`config.mk`:
```
export PLATFORM = sky130hd
export DESIGN_NAME = serial_complementer
export DESIGN_NICKNAME = d
export VERILOG_FILES = /design/src/rtl/complement_pkg.sv /design/src/rtl/complement_bit_cell.sv /design/src/rtl/serial_complementer.sv
export SDC_FILE = /design/constraint.sdc
export NUM_CORES = 1
export LEC_CHECK = 0
export ABC_CLOCK_PERIOD_IN_PS = 3500
export CORE_MARGIN = 3
export CORE_UTILIZATION = 32
export DETAILED_ROUTE_END_ITERATION = 7
export GPL_ROUTABILITY_DRIVEN = 0
export GPL_TIMING_DRIVEN = 0
export SLEW_MARGIN = 20
export SYNTH_ARGS = -nofsm -noshare
export SYNTH_HDL_FRONTEND = slang
export SYNTH_SLANG_ARGS = --single-unit
```
`constraint.sdc`:
```
create_clock -name clk -period 3.5 [get_ports clk]
set_clock_uncertainty 0.15 [all_clocks]
set_input_delay 0.875 -clock clk [delete_from_list [all_inputs] [get_ports clk]]
set_output_delay 0.875 -clock clk [all_outputs]
set_load 0.01 [all_outputs]
```
`src/rtl/complement_pkg.sv`:
```
// Shared encodings for the bit-serial complementer: FSM states and mode values.
package complement_pkg;

    typedef enum logic [1:0] {
        IDLE  = 2'd0,
        SHIFT = 2'd1,
        DONE  = 2'd2
    } state_t;

    localparam logic MODE_ONES = 1'b0;
    localparam logic MODE_TWOS = 1'b1;

endpackage

```
`src/rtl/complement_bit_cell.sv`:
```
// One combinational step of the copy-until-first-one complement rule.
module complement_bit_cell
    import complement_pkg::*;
(
    input  logic b_i,
    input  logic seen_i,
    input  logic mode_i,
    output logic bit_o,
    output logic seen_o
);

    always_comb begin
        if (mode_i == MODE_TWOS) begin
            bit_o = seen_i ? ~b_i : b_i;
        end else begin
            bit_o = ~b_i;
        end
        seen_o = seen_i | b_i;
    end

endmodule

```
`src/rtl/serial_complementer.sv`:
```
// Bit-serial one's/two's complementer: accepts a word, processes it LSB-first
// one bit per clock, then holds the result with zero/overflow flags until taken.
module serial_complementer
    import complement_pkg::*;
#(
    parameter  int WIDTH = 6,
    localparam int CW    = $clog2(WIDTH)
) (
    input  logic             clk,
    input  logic             rst_n,
    input  logic             in_valid,
    output logic             in_ready,
    input  logic [WIDTH-1:0] in_data,
    input  logic             in_mode,
    output logic             out_valid,
    input  logic             out_ready,
    output logic [WIDTH-1:0] out_data,
    output logic             out_zero,
    output logic             out_ovf
);

    state_t           state_q, state_d;
    logic [CW-1:0]    cnt_q, cnt_d;
    logic [WIDTH-1:0] shift_q, shift_d;
    logic [WIDTH-1:0] res_q, res_d;
    logic             mode_q, mode_d;
    logic             seen_q, seen_d;
    logic             zero_q, zero_d;
    logic             ovf_q, ovf_d;
    logic             res_bit;
    logic             seen_next;

    complement_bit_cell u_cell (
        .b_i    (shift_q[0]),
        .seen_i (seen_q),
        .mode_i (mode_q),
        .bit_o  (res_bit),
        .seen_o (seen_next)
    );

    always_ff @(posedge clk or negedge rst_n) begin
        if (!rst_n) begin
            state_q <= IDLE;
            cnt_q   <= '0;
            shift_q <= '0;
            res_q   <= '0;
            mode_q  <= MODE_ONES;
            seen_q  <= 1'b0;
            zero_q  <= 1'b0;
            ovf_q   <= 1'b0;
        end else begin
            state_q <= state_d;
            cnt_q   <= cnt_d;
            shift_q <= shift_d;
            res_q   <= res_d;
            mode_q  <= mode_d;
            seen_q  <= seen_d;
            zero_q  <= zero_d;
            ovf_q   <= ovf_d;
        end
    end

    always_comb begin
        state_d = state_q;
        cnt_d   = cnt_q;
        shift_d = shift_q;
        res_d   = res_q;
        mode_d  = mode_q;
        seen_d  = seen_q;
        zero_d  = zero_q;
        ovf_d   = ovf_q;
        case (state_q)
            IDLE: begin
                if (in_valid) begin
                    shift_d = in_data;
                    mode_d  = in_mode;
                    cnt_d   = '0;
                    seen_d  = 1'b0;
                    zero_d  = 1'b0;
                    ovf_d   = 1'b0;
                    state_d = SHIFT;
                end
            end
            SHIFT: begin
                // Result enters at the MSB so bit i lands at position i after WIDTH steps.
                shift_d = shift_q >> 1;
                res_d   = {res_bit, res_q[WIDTH-1:1]};
                seen_d  = seen_next;
                cnt_d   = cnt_q + 1'b1;
                if (cnt_q == CW'(WIDTH - 1)) begin
                    state_d = DONE;
                    zero_d  = (res_d == '0);
                    // Overflow: the first and only 1 is the MSB in two's mode.
                    ovf_d   = (mode_q == MODE_TWOS) && !seen_q && shift_q[0];
                end
            end
            DONE: begin
                if (out_ready) begin
                    state_d = IDLE;
                end
            end
            default: state_d = IDLE;
        endcase
    end

    assign in_ready  = (state_q == IDLE);
    assign out_valid = (state_q == DONE);
    assign out_data  = res_q;
    assign out_zero  = zero_q;
    assign out_ovf   = ovf_q;

endmodule

```
Word level (Yosys, flattened, before mapping)
Index checks and enable logic that the tools add are counted.

Register bits: 21. Logic and storage cells: 43. Input bits: 11. Bits in writable memories: 0. Bits in latches: 0. Bits in read-only memories: 0. Output and inout port bits: 10. Memories: 0.

Shift operators: 0. Multiply operators: 0. Magnitude comparators: 0. Eq/ne operators: 6. $add $sub $neg: 1. Muxes and demuxes: 16. Reduce and logical (&&, ||, !) cells: 10. Bitwise gates (word level): 2. Divide/modulo/power cells: 0.

Operator list (number): $pmux W6 S2 (1); $logic_not A6 Y1 (1); $mux W2 (3); $mux W6 (1); $pmux W1 S2 (3); $pmux W2 S3 (1); $pmux W3 S2 (1); $reduce_and A3 Y1 (2); $mux W1 (5); $ne A2 B2 Y1 const B (2); $reduce_and A2 Y1 (2); $add A3 B1 Y3 const B (1); $eq A3 B3 Y1 const B (1); $mux W3 (1); $eq A2 B1 Y1 const B (1); $eq A2 B2 Y1 const B (1); $logic_and A1 B1 Y1 (2); $logic_not A2 Y1 (1); $ne A2 B1 Y1 const B (1); $reduce_bool A2 Y1 (1); $logic_not A1 Y1 (1); $not A1 Y1 (1); $or A1 B1 Y1 (1).

Depth between registers and ports, before layout
Depth in word-level cells: 6. Depth in mapped cells: 5. Gate-level depth less buffers: 5.

By module
Synthesis repeated with hierarchy kept, for this count alone.

Cell total of the unflattened synthesis: 104. Area, all modules: 1003.5 um^2.

Modules (own cells, without submodules): serial_complementer (cells an instance 98, seq. area each 525.5 um^2, area an instance 970.9 um^2, times used 1); complement_bit_cell (cells an instance 6, seq. area each 0.0 um^2, area an instance 32.5 um^2, times used 1).

Least setup slack after synthesis
OpenSTA, ideal clock, no wires.

Path type: reg2out. Start: register state_q[0]. End: output out_valid. Path slack: 1636 ps. Arrival: 839 ps. Path buffers: 1. Data required time: 2475 ps. Cell stages (with the launch flop): 3. Path through: dfrtp_1 > clkbuf_1 > nor2b_1.

Cells in the longest elaborated chain, start to end: 1.

Ends and longest elaborated chain: start: declaration (line serial_complementer.sv:22) `state_t state_q, state_d;`; start signal: assignment (line serial_complementer.sv:52) `state_q <= state_d;`; $eq A2 B2 Y1 (line serial_complementer.sv:107) `assign out_valid = (state_q == DONE);`; end: declaration (line serial_complementer.sv:15) `output logic out_valid,`.

Every way passes these cells.

Worst setup path in the final report
Same ends and word-level chain as after synthesis.

==> run metrics <==
row count 19; clock tree sinks 21; CTS tree done; Min-Delay Path Class register to register; commonest non-fill, non-tap cell in the layout nand2_1; routed wire length 2.06 mm; mean area per synthesized cell 9.63 um^2; fin crit share 80.3%; Fmax achieved 356 MHz; cell count after synthesis 101; worst-margin pin slew 0.592 ns; WP buf/inv 2; Lkg Pwr 0.000553 uW; Port Buffer Count 20; Setup Fix Bufs, Post-CTS 0; worst skew pair latency 0.31 ns; DR pass1 iterations 5; post-synthesis cell type count 25; total internal power 613 uW; dpl hpwl 1.54 mm; Crit path max-delay family buffers and inverters; relative slew slack 60.4%; pin count of the biggest net entering global routing 22; status complete, no violations; FF-to-FF path depth 4; CTS H-tree depth 1; CTS Buf Count 3; largest cells by area after synthesis dfrtp_1 54%, nand2_1 9.7%, nor2b_1 4.5%; Inserted Diodes 0; initial antenna violation count 0; Flop pwr share 43.5%; post-DR wirelength/cell 13.2 um; commonest non-fill, non-tap cells in the layout 25 x nand2_1, 21 x dfrtp_1, 19 x clkdlybuf4s50_1, 8 x o21ai_0, 7 x nor2b_1; Die Y 61.1 um; Critical Path Source Type register; Boundary Pins 21; setup TNS 0 ns; post-synthesis register bit count 21; Finished Core Util 43.6%; vias in the first global route 786; largest area contributor in the netlist dfrtp_1; CP max-delay cell clkdlybuf4s50_1; r2r endpoint out_ovf$_DFFE_PN0P_; synth-to-layout area growth 26.9%; Clock Pin Slew Worst Setup and Hold Paths 0.13 ns; core box area 0.00283 mm^2; final total power 1020 uW; Worst Hold Endpoint out_data[0]$_DFFE_PN0P_; Slew Limit Fails 0; switching share of power 39.8%; r2r startpoint state_q[0]$_DFFE_PN0P_; Finished Layout Cells 156; Yosys Warn Count 0; GR met1 Demand/Resource 17.2%; Setup-failing EPs final 0; Post-Place Cells 152; fin crit period 2.81 ns; net switching power 405 uW; full die area 0.00374 mm^2; crit path cell chain clkbuf_1, nor2b_1, clkdlybuf4s50_1; Synth Cell Area 972 um^2; crit path DAT 1.79 ns; clk buf depth 2; power share of the clock group 11.9%; Hold Path Origin out_data[0]$_DFFE_PN0P_; GRT busiest layer met2; layout cell share with drive strength beyond 1 7.20%; Root Buffer clkbuf_4; # Max-Cap Violations 0; CP Capture Type output pin; post-route DRC violation count 0; first-pass GRT wire length 3.45 mm; GRT Util Overall 12.0%; Seq/Total Area, Yosys 54.1%; R2R Setup Slk 1.88 ns; pwr/cell area 825 mW/mm^2; Hold Vio Cnt, Final 0; vias per std cell 4.98; crit-path max cell delay 0.57 ns; CTS Hold Bufs 0; RSZ-0062 raised after global routing false; Setup CP Type register to output pin; peak supply drop 0.326 mV; Initial Util 34.4%; Iteration-0 DRC Markers 33; Req. time, crit path 2.47 ns; Resized cells post-CTS 0; Total Nets Final 140; GRT overflow 0; GR Util met2 18.7%; worst hold stages 2; Syn Nets 115; combinational share of power 44.6%; die width 61.1 um; Synth top area share 54.1%; CP max FO 10; vias 777; GRT met3 Usage 1.26%; Final ANT Viol Nets 0
## power groups by stage
stage                     logic (uW)  registers [uW]  clock network [uW]
final                            454             443                 121
after global routing             515             462                 131
after CTS                        462             442                 122
after detailed placement         461             449                   0
after global placement           445             443                   0
after floorplan                  265             446                   0
## per-layer routing
layer / share of wire (%) / vias up
li1: - / 392
met1: 50 / 375
met2: 48 / 10
met3: 1.4 / 0
met4: 0 / 0
met5: 0 / -
## cell families (layout without fill, tap and decap cells)
kind of cell / count (synthesis) / in the layout / synth area share [%]
muxes: 3 / 3 / 3.47
and+or+nand+nor: 41 / 41 / 19.3
DFF: 21 / 21 / 54.1
AOI/OAI and AO/OA: 25 / 25 / 15.7
buffers and inverters: 8 / 32 / 3.60
adders and majority gates: 3 / 3 / 3.86
## registers in the layout, summed over array words and instances, names as in the netlist
| signal | flops |
|---|---|
| out_ovf | 1 |
| out_data | 6 |
| state_q | 2 |
| seen_q | 1 |
| out_zero | 1 |
| cnt_q | 3 |
| shift_q | 6 |
| mode_q | 1 |
## per-stage QoR
stage          area [um^2]  hold WS, ns  setup WS [ns]
2_1_floorplan          972        0.300           1.64
3_3_place_gp          1210        0.310          0.957
3_5_place_dp          1210        0.318          0.960
4_1_cts               1240        0.350          0.661
5_1_grt               1230        0.366          0.517
6_report              1230        0.342          0.688
## cells in the mapped netlist (all sizes together)
master,count
o2bb2ai,1
nor3,2
mux2,3
nor4,1
nor2b,7
clkbuf,2
o21ai,10
o21bai,1
a22oi,4
ha,3
nor3b,1
and3b,1
buf,2
nor2,3
a21oi,5
nand2,25
inv,4
dfrtp,21
a31oi,2
nand2b,1
a22o,1
a32o,1
## final cells by class
cell class | count | area (um^2)
Fill cell | 276 | 1600
Sequential cell | 21 | 526
Multi-Input combinational cell | 72 | 412
Timing Repair Buffer | 20 | 195
Tap cell | 31 | 38.8
Clock buffer | 3 | 22.5
Buffer | 4 | 20.0
Inverter | 4 | 15.0
Clock inverter | 1 | 5.00
## worst register-to-register path, delay by kind of cell (launching register included)
family	cells	cell delay [ns]
buffers and inverters	1	0.16
AO/OA/AOI/OAI	1	0.26
flip-flops	1	0.45
multiplexers	1	0.35
AND/OR/NAND/NOR	1	0.15
## how the worst max path moves through the flow
stage,startpoint,endpoint,depth (start not counted)
floorplan,state_q[0]$_DFFE_PN0P_,out_valid,2
global placement,in_valid,out_ovf$_DFFE_PN0P_,4
detailed placement,in_valid,out_ovf$_DFFE_PN0P_,4
CTS,state_q[0]$_DFFE_PN0P_,out_valid,3
global route,state_q[0]$_DFFE_PN0P_,out_valid,3
finish,state_q[0]$_DFFE_PN0P_,out_valid,3
No activity file was read; power rests on OpenSTA's default activity.
==> variant 1 (same settings) <==
Encoding of `state_t`: now one-hot (3 bits for 3 states).
--- a/src/rtl/complement_pkg.sv
+++ b/src/rtl/complement_pkg.sv
@@ -3,6 +3,6 @@
 
-    typedef enum logic [1:0] {
-        IDLE  = 2'd0,
-        SHIFT = 2'd1,
-        DONE  = 2'd2
+    typedef enum logic [2:0] {
+        IDLE  = 3'b001,
+        SHIFT = 3'b010,
+        DONE  = 3'b100
     } state_t;
Check against the original RTL: no difference found for any inputs over 10 cycles, from zero or initial values and one cycle with rst_n low; not proved beyond that.
==> variant 1 against the original RTL <==
Routed wire length grew 23%. Sequential cell count rose by 1. Count of clock-buffer cells in the layout grew 1. Design area increased by 14%. Worst setup slack improved by 0.0020 ns. Critical endpoint is now in_ready. Largest power group unchanged. Power is 2.2% higher. Area after synthesis up 15%. Global-route usage up 1.3 points. Clock power increased by 17%.
==> variant 1: results (changes against the original RTL) <==
* Sequential fraction of the synthesis area at 49.3% (-4.8 points)
* Metal-1 WL at 1.14 mm (+11%)
* P_comb at 460 µW (+1%)
* Outcome: completed
* Post-synth top area share at 46.9% (-7.1 points)
* Initial antenna violation count at 0 (unchanged)
* Worst IR Drop VDD at 0.239 mV (-27%)
* Drt first pass iters at 4 (-1)
* Starting DRC count in detailed routing at 15 (-55%)
* First-pass GRT wire length at 4.42 mm (+28%)
* P_sw at 409 µW (+0.88%)
* Layout cell share with drive strength beyond 1 at 14.1% (+6.9 points)
* Met3 Wirelength at 110 µm (+290%)
* Total Routing Usage GR at 13.4% (+1.3 points)
* Synth top cells by count: nand2_1, dfrtp_1, nor2_1
* WL/cell at 13.6 µm (+3.3%)
* Slew HR at 65.4% (+4.9 points)
* # fillers at 354 (+28%)
* Largest net degree at the start of global routing at 23 (+4.5%)
* Clock-net power at 142 µW (+17%)
* Cell variety after synth at 32 (+28%)
* Detailed placement HPWL at 1.83 mm (+19%)
* Leak at 0.000620 µW (+12%)
* Synth top area cells: dfrtp_1, nand2_1, a21oi_1
* Max Root-Sink Buffers at 2 (unchanged)
* Post-Syn Nets at 132 (+15%)
* Fraction of registers with async set/reset at 100% (unchanged)
* DP Worst Slack at 1.02 ns (+0.0559 ns)
* Layout Nets at 157 (+12%)
variant 1: through the flow:
stage          cells  power [µW]  area, µm²  util (%)  hold slack (ns)
6_report         186        1040       1410      43.9            0.349
5_1_grt          186        1140       1410      43.9            0.388
4_1_cts          186        1060       1410      44.1            0.361
3_5_place_dp     182         912       1380      42.9            0.329
3_3_place_gp     182         892       1380      42.9            0.319
2_1_floorplan    118         734       1120         -            0.343
variant 1: final cells by class:
class,instances,share of cell area [%]
Clock buffer,4,2.58
Sequential cell,22,39.2
Inverter,7,1.87
Buffer,4,2.49
Tap cell,44,3.91
Timing Repair Buffer,20,13.9
Multi-Input combinational cell,85,36.0
variant 1: cells by family after synthesis:
| group | synth area share [%] |
|---|---|
| buffers and inverters | 5.47 |
| AOI/OAI and AO/OA | 17.0 |
| and+or+nand+nor | 23.0 |
| DFF | 49.3 |
| muxes | 1.90 |
| adders and majority gates | 3.35 |
variant 1: final timing paths:
path	start	slack (ns)	to	depth (start not counted)
worst max-delay path	state_q[1]	0.69	in_ready	3
worst min-delay path	out_data[0]	0.35	out_data[0]	2
worst max register to register	state_q[0]	1.98	shift_q[3]	5
worst min register to register	out_data[0]	0.35	out_data[0]	2
max in group asynchronous	rst_n	2.46	state_q[0]	1
min in group asynchronous	rst_n	0.37	shift_q[4]	1
variant 1: critical path, delay by kind of cell (launching register included):
family        cells  cell delay [ns]
simple gates      1             0.19
buf+inv           2             0.79
flops             1             0.50
variant 1: layer usage:
| metal | global-route usage (%) | vias up |
|---|---|---|
| met5 | 0 | - |
| met4 | 3.11 | 0 |
| met3 | 3.42 | 0 |
| met2 | 21.7 | 18 |
| met1 | 17.9 | 458 |
| li1 | - | 454 |
==> variant 2 (same settings) <==
Made on the original files. Change the parameter `WIDTH` from 6 to 8.
--- a/src/rtl/serial_complementer.sv
+++ b/src/rtl/serial_complementer.sv
@@ -5,3 +5,3 @@
 #(
-    parameter  int WIDTH = 6,
+    parameter  int WIDTH = 8,
     localparam int CW    = $clog2(WIDTH)
Interface: changed (resized in_data and out_data); port bits go from 21 to 25. The function was not compared with the original's and may differ.
==> variant 2 against the original RTL <==
Global-route usage rose by 0.70 points. Design area up 19%. Worst setup slack better by 0.073 ns. Critical path type unchanged. Maximum frequency grew 2.7%. Power grew 10%. Hold slack better by 0.010 ns. Synthesized cell count increased by 16%. Routed wire length up 20%. Sequential share of layout area increased by 0.18 points. Sequential power is 12% higher. First-iteration DRC count grew 21%. Area after synthesis grew 18%. Sequential cell count is 4 higher.
==> variant 2: results (changes against the original RTL) <==
* Worst EP arrival at 1.71 ns (-0.08 ns)
* Met2 Resource Use GR at 20.2% (+1.4 points)
* Drt first pass iters at 4 (-1)
* Delay of the slowest critical-path stage at 0.53 ns (-0.04 ns)
* Total wire length at 2.48 mm (+20%)
* Largest net degree at the start of global routing at 26 (+18%)
* Synth Area per Inst at 9.76 µm² (+1.4%)
* Slew HR at 62.0% (+1.6 points)
* Leak at 0.000664 µW (+20%)
* Number of global-route vias before repair at 931 (+18%)
* Top sig layer: met4
* DP Worst Slack at 1.08 ns (+0.120 ns)
* Met2 wire length at 1.18 mm (+18%)
* Detailed placement HPWL at 1.78 mm (+16%)
* Buffers on Ports at 24 (+20%)
* Dpl cell area at 1440 µm² (+18%)
* Dpl cells at 187 (+23%)
* Total Routing Usage GR at 12.7% (+0.70 points)
* Setup ws final at 0.761 ns (+0.0734 ns)
* Met1 global-route usage at 17.7% (+0.47 points)
* Metal-1 WL at 1.21 mm (+17%)
* Met3 GRT Util at 1.20% (-0.061 points)
* Synthesized-area fraction occupied by adder cells at 3.29% (-0.58 points)
* Logic pwr share at 44.2% (-0.4 points)
* Avg Vias per Cell at 4.84 (-2.9%)
* Synth top cells by count: nand2_1, dfrtp_1, o21ai_0
* R2R setup slack at 1.92 ns (+0.04 ns)
* Clock latency reported for the late side of the worst-skew pair at 0.33 ns (+0.02 ns)
* Starting DRC count in detailed routing at 40 (+21%)
* Worst IR Drop VDD at 0.259 mV (-20%)
* Layout cell share with drive strength beyond 1 at 10.3% (+3.1 points)
* Met3 Wirelength at 45 µm (+61%)
* Final hold slack at 0.352 ns (+0.00999 ns)
* Outcome: completed
* R2R depth at 5 (+1)
* Cell variety after synth at 28 (+12%)
-- variant 2: logic make-up after synthesis --
| family | count (synthesis) |
|---|---|
| AO/OA/AOI/OAI | 29 |
| adder cells (fa/ha/maj) | 3 |
| buffers and inverters | 9 |
| flip-flops | 25 |
| multiplexers | 1 |
| AND/OR/NAND/NOR | 50 |
-- variant 2: area by class of cell --
cell class | instances | area [µm²]
sequential | 25 | 626
buffer | 6 | 37.5
clock buffer | 3 | 22.5
clock inverter | 1 | 5.00
timing repair buffer | 24 | 235
inverter | 3 | 11.3
multi-input combinational | 83 | 468
tap | 46 | 57.6
fill | 338 | 1930
-- variant 2: worst max path at each step --
stage | to | depth (start not counted) | from
after global placement | shift_q[3] | 1 | rst_n
after floorplan | out_valid | 3 | state_q[0]
final | out_valid | 4 | state_q[0]
after global routing | out_valid | 4 | state_q[0]
after detailed placement | out_zero | 4 | in_valid
after CTS | out_valid | 4 | state_q[0]
